--- config.mk ---
export PLATFORM = sky130hd
export DESIGN_NAME = board_order_loader
export DESIGN_NICKNAME = d
export VERILOG_FILES = /design/src/rtl/board_pkg.sv /design/src/rtl/tile_histogram.sv /design/src/rtl/board_order_loader.sv
export SDC_FILE = /design/constraint.sdc
export NUM_CORES = 1
export LEC_CHECK = 0
export ABC_AREA = 0
export ABC_CLOCK_PERIOD_IN_PS = 5300
export BUFFER_PORTS_ARGS = -buffer_cell sky130_fd_sc_hd__buf_2
export CAP_MARGIN = 20
export CORE_UTILIZATION = 35
export CTS_BUF_LIST = sky130_fd_sc_hd__clkbuf_2 sky130_fd_sc_hd__clkbuf_4 sky130_fd_sc_hd__clkbuf_8
export CTS_CLUSTER_SIZE = 24
export DETAILED_ROUTE_END_ITERATION = 12
export PLACE_DENSITY = 0.63
export SYNTH_ARGS = -nofsm -noshare
export SYNTH_HDL_FRONTEND = slang
export SYNTH_SLANG_ARGS = --single-unit
--- constraint.sdc ---
create_clock -name clk -period 5.3 [get_ports clk]
set_clock_uncertainty 0.15 [all_clocks]
set_input_delay 0 -clock clk [delete_from_list [all_inputs] [get_ports clk]]
set_output_delay 0 -clock clk [all_outputs]
set_load 0.005 [all_outputs]
--- src/rtl/board_pkg.sv ---
// Shared packing constants, tile/state types and a tile lookup helper for the
// board order loader (the random order generator uses the same packing).
package board_pkg;

  localparam int EDGE_N   = 24;
  localparam int CENTER_N = 12;
  localparam int PIC_W    = 4;
  localparam int NUM_PICS = 12;
  localparam int TOTAL_N  = EDGE_N + CENTER_N;
  localparam int IDX_W    = 6;
  localparam int ADDR_W   = 5;

  typedef logic [PIC_W-1:0] pic_t;

  typedef enum logic [2:0] {
    IDLE,
    CHECK,
    EVAL,
    WRITE,
    FINISH
  } state_t;

  // Entries 0..EDGE_N-1 address the edge track, the rest address the center.
  function automatic pic_t tile_at(
    input logic [EDGE_N*PIC_W-1:0]   edge_v,
    input logic [CENTER_N*PIC_W-1:0] ctr_v,
    input logic [IDX_W-1:0]          idx
  );
    logic [IDX_W-1:0] cidx;
    if (idx < IDX_W'(EDGE_N)) begin
      return edge_v[idx*PIC_W +: PIC_W];
    end
    cidx = idx - IDX_W'(EDGE_N);
    return ctr_v[cidx*PIC_W +: PIC_W];
  endfunction

endpackage

--- src/rtl/tile_histogram.sv ---
// Per-picture occurrence counters for the edge track and center, plus a sticky
// out-of-range code flag; legal reflects the counters combinationally.
module tile_histogram
  import board_pkg::*;
(
  input  logic clk,
  input  logic rst_n,
  input  logic clear,
  input  logic inc,
  input  logic is_center,
  input  pic_t code,
  output logic legal
);

  logic [1:0] edge_cnt [NUM_PICS];
  logic [1:0] ctr_cnt  [NUM_PICS];
  logic       bad_code;

  // Edge counters saturate at 3 and center counters at 2: enough to tell
  // "exactly right" from "too many" without wrapping back to a legal value.
  always_ff @(posedge clk or negedge rst_n) begin
    if (!rst_n) begin
      for (int p = 0; p < NUM_PICS; p++) begin
        edge_cnt[p] <= '0;
        ctr_cnt[p]  <= '0;
      end
      bad_code <= 1'b0;
    end else if (clear) begin
      for (int p = 0; p < NUM_PICS; p++) begin
        edge_cnt[p] <= '0;
        ctr_cnt[p]  <= '0;
      end
      bad_code <= 1'b0;
    end else if (inc) begin
      if (code >= pic_t'(NUM_PICS)) begin
        bad_code <= 1'b1;
      end else if (is_center) begin
        if (ctr_cnt[code] != 2'd2) ctr_cnt[code] <= ctr_cnt[code] + 2'd1;
      end else begin
        if (edge_cnt[code] != 2'd3) edge_cnt[code] <= edge_cnt[code] + 2'd1;
      end
    end
  end

  always_comb begin
    legal = !bad_code;
    for (int p = 0; p < NUM_PICS; p++) begin
      if (edge_cnt[p] != 2'd2 || ctr_cnt[p] != 2'd1) legal = 1'b0;
    end
  end

endmodule

--- src/rtl/board_order_loader.sv ---
// Captures an edge/center tile order, validates the picture histogram and,
// when legal, streams the 36 placements over a valid/ready write port.
module board_order_loader
  import board_pkg::*;
(
  input  logic                      clk,
  input  logic                      rst_n,
  input  logic                      start,
  input  logic [EDGE_N*PIC_W-1:0]   edge_order_in,
  input  logic [CENTER_N*PIC_W-1:0] center_order_in,
  output logic                      busy,
  output logic                      done,
  output logic                      err,
  output logic                      wr_valid,
  input  logic                      wr_ready,
  output logic                      wr_is_center,
  output logic [ADDR_W-1:0]         wr_addr,
  output pic_t                      wr_pic
);

  localparam logic [IDX_W-1:0] LAST_IDX = IDX_W'(TOTAL_N - 1);

  state_t                    state, state_nxt;
  logic [IDX_W-1:0]          idx, idx_nxt;
  logic                      err_nxt;
  logic                      capture;
  logic                      hist_clear;
  logic                      hist_inc;
  logic                      hist_legal;
  logic                      wr_valid_int;
  logic [EDGE_N*PIC_W-1:0]   edge_q;
  logic [CENTER_N*PIC_W-1:0] ctr_q;
  pic_t                      cur_pic;
  logic                      cur_is_center;
  logic [ADDR_W-1:0]         cur_addr;
  logic [IDX_W-1:0]          ctr_idx;

  always_ff @(posedge clk or negedge rst_n) begin
    if (!rst_n) begin
      state <= IDLE;
      idx   <= '0;
      err   <= 1'b0;
    end else begin
      state <= state_nxt;
      idx   <= idx_nxt;
      err   <= err_nxt;
    end
  end

  // Snapshot of the order; later input changes cannot disturb a load.
  always_ff @(posedge clk) begin
    if (capture) begin
      edge_q <= edge_order_in;
      ctr_q  <= center_order_in;
    end
  end

  assign ctr_idx       = idx - IDX_W'(EDGE_N);
  assign cur_is_center = (idx >= IDX_W'(EDGE_N));
  assign cur_addr      = cur_is_center ? ctr_idx[ADDR_W-1:0] : idx[ADDR_W-1:0];
  assign cur_pic       = tile_at(edge_q, ctr_q, idx);

  always_comb begin
    state_nxt    = state;
    idx_nxt      = idx;
    err_nxt      = err;
    capture      = 1'b0;
    hist_clear   = 1'b0;
    hist_inc     = 1'b0;
    busy         = 1'b0;
    done         = 1'b0;
    wr_valid_int = 1'b0;
    case (state)
      IDLE: begin
        if (start) begin
          capture    = 1'b1;
          hist_clear = 1'b1;
          err_nxt    = 1'b0;
          idx_nxt    = '0;
          state_nxt  = CHECK;
        end
      end
      CHECK: begin
        busy     = 1'b1;
        hist_inc = 1'b1;
        if (idx == LAST_IDX) begin
          idx_nxt   = '0;
          state_nxt = EVAL;
        end else begin
          idx_nxt = idx + 1'b1;
        end
      end
      EVAL: begin
        busy = 1'b1;
        if (hist_legal) begin
          idx_nxt   = '0;
          state_nxt = WRITE;
        end else begin
          err_nxt   = 1'b1;
          state_nxt = FINISH;
        end
      end
      WRITE: begin
        busy         = 1'b1;
        wr_valid_int = 1'b1;
        if (wr_ready) begin
          if (idx == LAST_IDX) begin
            state_nxt = FINISH;
          end else begin
            idx_nxt = idx + 1'b1;
          end
        end
      end
      FINISH: begin
        done      = 1'b1;
        state_nxt = IDLE;
      end
      default: state_nxt = IDLE;
    endcase
  end

  // Write fields read as zero whenever no request is presented.
  assign wr_valid     = wr_valid_int;
  assign wr_is_center = wr_valid_int & cur_is_center;
  assign wr_addr      = wr_valid_int ? cur_addr : '0;
  assign wr_pic       = wr_valid_int ? cur_pic : '0;

  tile_histogram u_hist (
    .clk       (clk),
    .rst_n     (rst_n),
    .clear     (hist_clear),
    .inc       (hist_inc),
    .is_center (cur_is_center),
    .code      (cur_pic),
    .legal     (hist_legal)
  );

endmodule

==> results.yml <==
run_status:
  result_of_the_run: "finished clean"
power_and_ir_drop:
  static-leakage-power_nw: 4.82
  max-vdd-ir-drop_mv: 0.351
  power_per_cell_area_mw_per_mm2: 418
  power.total_mw: 5.28
place:
  placement.cell_area_mm2: 0.0105
  portBuffers: 161
  place.gp.congestion: 0.876
  dp.final_hpwl_um: 16100
worst_setup_path:
  timing.critical_path.slowest_cell_delay_ns: 0.75
  timing.critical_path.mode_cell: "mux2i_1"
  rr_startpoint: "idx[0]"
  critical_path.startpoint: "idx[0]"
  worst-setup-path-type: "register to register"
  reg2reg_depth: 12
  worst_setup_path_end_kind: "register"
  rr_endpoint: "u_hist.ctr_cnt[6]"
  library_cell_contributing_the_largest_single_delay_on_the_critical_path: "dfrtp_2"
  regToRegSetupSlack_ns: 0.50
  critical_path.max_fanout: 23
  timing.critical_path.arrival_ns: 5.08
  critical_path_cell_sequence: "clkinv_1 > mux2i_1 > o21a_1 > a31oi_1 > mux2i_1 > a222oi_1 > ha_1 > nor4_1 > o21ai_1 > buf_4 > nor3_2 > mux2i_1"
  worst_setup_path_endpoint: "u_hist.ctr_cnt[6]"
  startpoint_type: "register"
  required_arrival_time_at_the_worst_endpoint_ns: 5.58
logic_synthesis:
  syn_area_mm2: 0.00923
  ys_types: 65
  ys_seq_elements: 203
  post_syn_area_per_cell_um2: 14.6
  ys_async_sr_fraction_pct: 29.1
  synth_enable_flop_cells: 144
  postSynthNetCount: 787
  synth_ff_type: "edfxtp_1"
  synth_sequential_area_ratio_pct: 62.8
  postSynthCellCount: 634
  synthesis.yosys.warnings: 0
route:
  ant_nets: 0
  drt_pass1_iterations: 5
  detailedRoute.firstIterationViolations: 605
  route.detailed.drc: 0
  route.vias.total: 6875
  wl_per_cell_um: 19.5
  avgViaCountPerCell: 5.16
  routed_wirelength_um: 25900
global_routing:
  grt.total_usage_pct: 19.4
  grt_first_pass_wirelength_um: 39400
  gr-usage-met1_pct: 24.3
  grtUsageMet3_pct: 3.74
  globalRouteOverflowTotal: 0
  grt_antenna_before_repair: 0
  maximum_number_of_pins_on_one_net_before_global_route_repair: 98
  vias_in_the_first_global_route: 7160
  grt_most_used_layer: "met2"
  groute.layer.met2.usage_pct: 33.2
sta:
  timing_max_transition_violations_final: 0
  remaining_max_slew_budget_at_the_tightest_pin_pct: 38.2
  layout_worst_path_cycle_share_pct: 90.5
  unrepaired_setup_endpoints_after_global_routing: "no"
  max_freq_ghz: 0.209
  min_period_ns: 4.80
  finalHoldViolCount: 0
  tightestPinTransition_ns: 0.922
  fin_tns_setup_ns: 0
  setup_viol: 0
layout:
  num-fill-cells: 2247
  num-nets-final: 1129
  post_route_cells_drive_above_1_share_pct: 31.4
  signed_area_change_from_the_synthesized_netlist_to_the_final_layout_pct: 36.6
  finish.instance_area_mm2: 0.0126
  antenna-diode-count: 0
  seq_area_mm2: 0.00580
  multiInputGateArea_mm2: 0.00316
hold_path:
  worstHoldPathType: "primary input to register"
die:
  rows: 59
  die_h_um: 164
  dieArea_mm2: 0.0270
  floorplan.die.width_um: 164
  floorplan.initialDensity_pct: 35.5
  core_mm2: 0.0260
  ios: 162
job:
  cap_violations: 0
clocking:
  clockRootBuffer: "clkbuf_8"
  clkLatencyLatePin_ns: 0.53
  clock_path_buffers: 3
  ctsHtreeMaxLevel: 2
  cts-buffers-inserted: 36
  number_of_clock_sinks: 203
  cts_tree: "built"
  path_clk_slew_ns: 0.06
==> cells in the final DEF (no fill, tap or decap), types with 3 or more instances in the layout <==
cell type,count
a2111oi_0,3
a211oi_1,8
a21oi_1,11
a22o_1,3
a311oi_1,8
a31o_2,3
a31oi_1,8
buf_2,161
buf_4,27
clkbuf_4,7
clkbuf_8,38
clkinv_1,8
clkinv_2,5
dfrtp_1,57
dlygate4sd3_1,151
edfxtp_1,144
ha_1,5
inv_1,15
mux2_2,6
mux2i_1,74
mux4_1,4
mux4_2,25
nand2_1,82
nand3_1,3
nand4_1,5
nand4b_1,3
nor2_1,21
nor2b_1,7
nor3_1,8
nor3_2,24
nor4_1,5
o21a_1,3
o21ai_0,15
o31ai_1,5
==> stage by stage <==
| stage | hold slack [ns] | setup slack [ns] | util (%) | std cells |
|---|---|---|---|---|
| finish | 0.0332 | 0.505 | 48.5 | 1332 |
| global route | 0.0144 | 0.191 | 48.5 | 1332 |
| CTS | 0.000141 | 0.502 | 48.5 | 1331 |
| detailed placement | 0.0281 | 0.548 | 40.3 | 1122 |
| global placement | 0.0274 | 0.609 | 40.3 | 1122 |
| floorplan | -0.446 | 0.601 | - | 634 |
==> cell families after synthesis <==
logic type               after synthesis  share of synthesized area (%)
AO/OA/AOI/OAI                         92                           7.51
XOR/XNOR                               1                         0.0949
adder cells (fa/ha/maj)                5                          0.678
buffers and inverters                 53                           2.99
flip-flops                           203                           62.8
multiplexers                         109                           16.0
AND/OR/NAND/NOR                      171                           9.92
==> worst max-delay path, delay by kind of cell (launching register included) <==
family	cells	cell delay (ns)
compound gates	4	1.39
fa+ha+maj	1	0.22
buf+inv	2	0.74
flops	1	0.75
mux	3	0.90
simple gates	2	0.53
==> synthesized netlist by cell type (all sizes together), types with 2 or more instances <==
cell type,instances,area (um2)
nand3,3,15.0
mux2,6,67.6
dfrtp,59,1480
a21oi,11,55.1
nand2b,2,12.5
a22oi,2,15.0
nand4b,3,26.3
a2111oi,4,36.3
a31o,3,26.3
a211o,2,17.5
a311oi,8,70.1
buf,23,164
or4b,2,20.0
clkbuf,12,45.0
o21a,3,22.5
inv,17,63.8
or2,2,12.5
nand2,82,308
o21ai,19,103
nor2b,7,43.8
a31oi,9,62.6
ha,5,62.6
o31ai,7,80.1
and3,2,12.5
nor3,32,280
edfxtp,144,4320
nor2,21,78.8
nor4,6,43.8
a22o,3,26.3
mux4,29,668
mux2i,74,741
a211oi,8,60.1
nand4,5,31.3
==> power breakdown <==
| part | leakage (nW) | internal [mW] | switching (mW) |
|---|---|---|---|
| combinational | 2.32 | 0.629 | 1.02 |
| clock | 0.341 | 0.710 | 0.625 |
| sequential | 2.16 | 2.11 | 0.188 |
==> cell type report <==
class / count / area share (%)
Clock inverter: 14 / 0.536
Tap cell: 335 / 3.32
Sequential cell: 203 / 46.0
Inverter: 18 / 0.575
Multi-Input combinational cell: 378 / 25.0
Timing Repair Buffer: 339 / 20.0
Clock buffer: 45 / 4.56
==> metal layers <==
| layer | part of all wire [%] | routed length, um |
|---|---|---|
| met1 | 41 | 10500 |
| met2 | 51 | 13100 |
| met3 | 6.1 | 1580 |
| met4 | 2.8 | 721 |
| met5 | 0 | 0 |
==> repair_timing <==
action                    in CTS  in global routing
hold buffers                 150                  1
gates resized for setup        0                  0
hold endpoints to repair     207                  1
buffers inserted               0                  0
==> worst min path at each step <==
stage / end / cells past startpoint / slack [ns] / startpoint
floorplan: err / 0 / -0.45 / rst_n
global placement: edge_q[81] / 1 / 0.03 / edge_order_in[81]
detailed placement: edge_q[89] / 1 / 0.03 / edge_order_in[89]
CTS: edge_q[38] / 2 / 0.0001 / edge_order_in[38]
global route: edge_q[21] / 2 / 0.01 / edge_order_in[21]
finish: edge_q[21] / 2 / 0.03 / edge_order_in[21]
==> sequential cells by signal, indices dropped and copies added, names as in the netlist <==
register         flops
u_hist.ctr_cnt      24
u_hist.bad_code      1
idx                  6
u_hist.edge_cnt     24
edge_q              96
state                3
err                  1
ctr_q               48
Power figures use the tool's default switching activity.
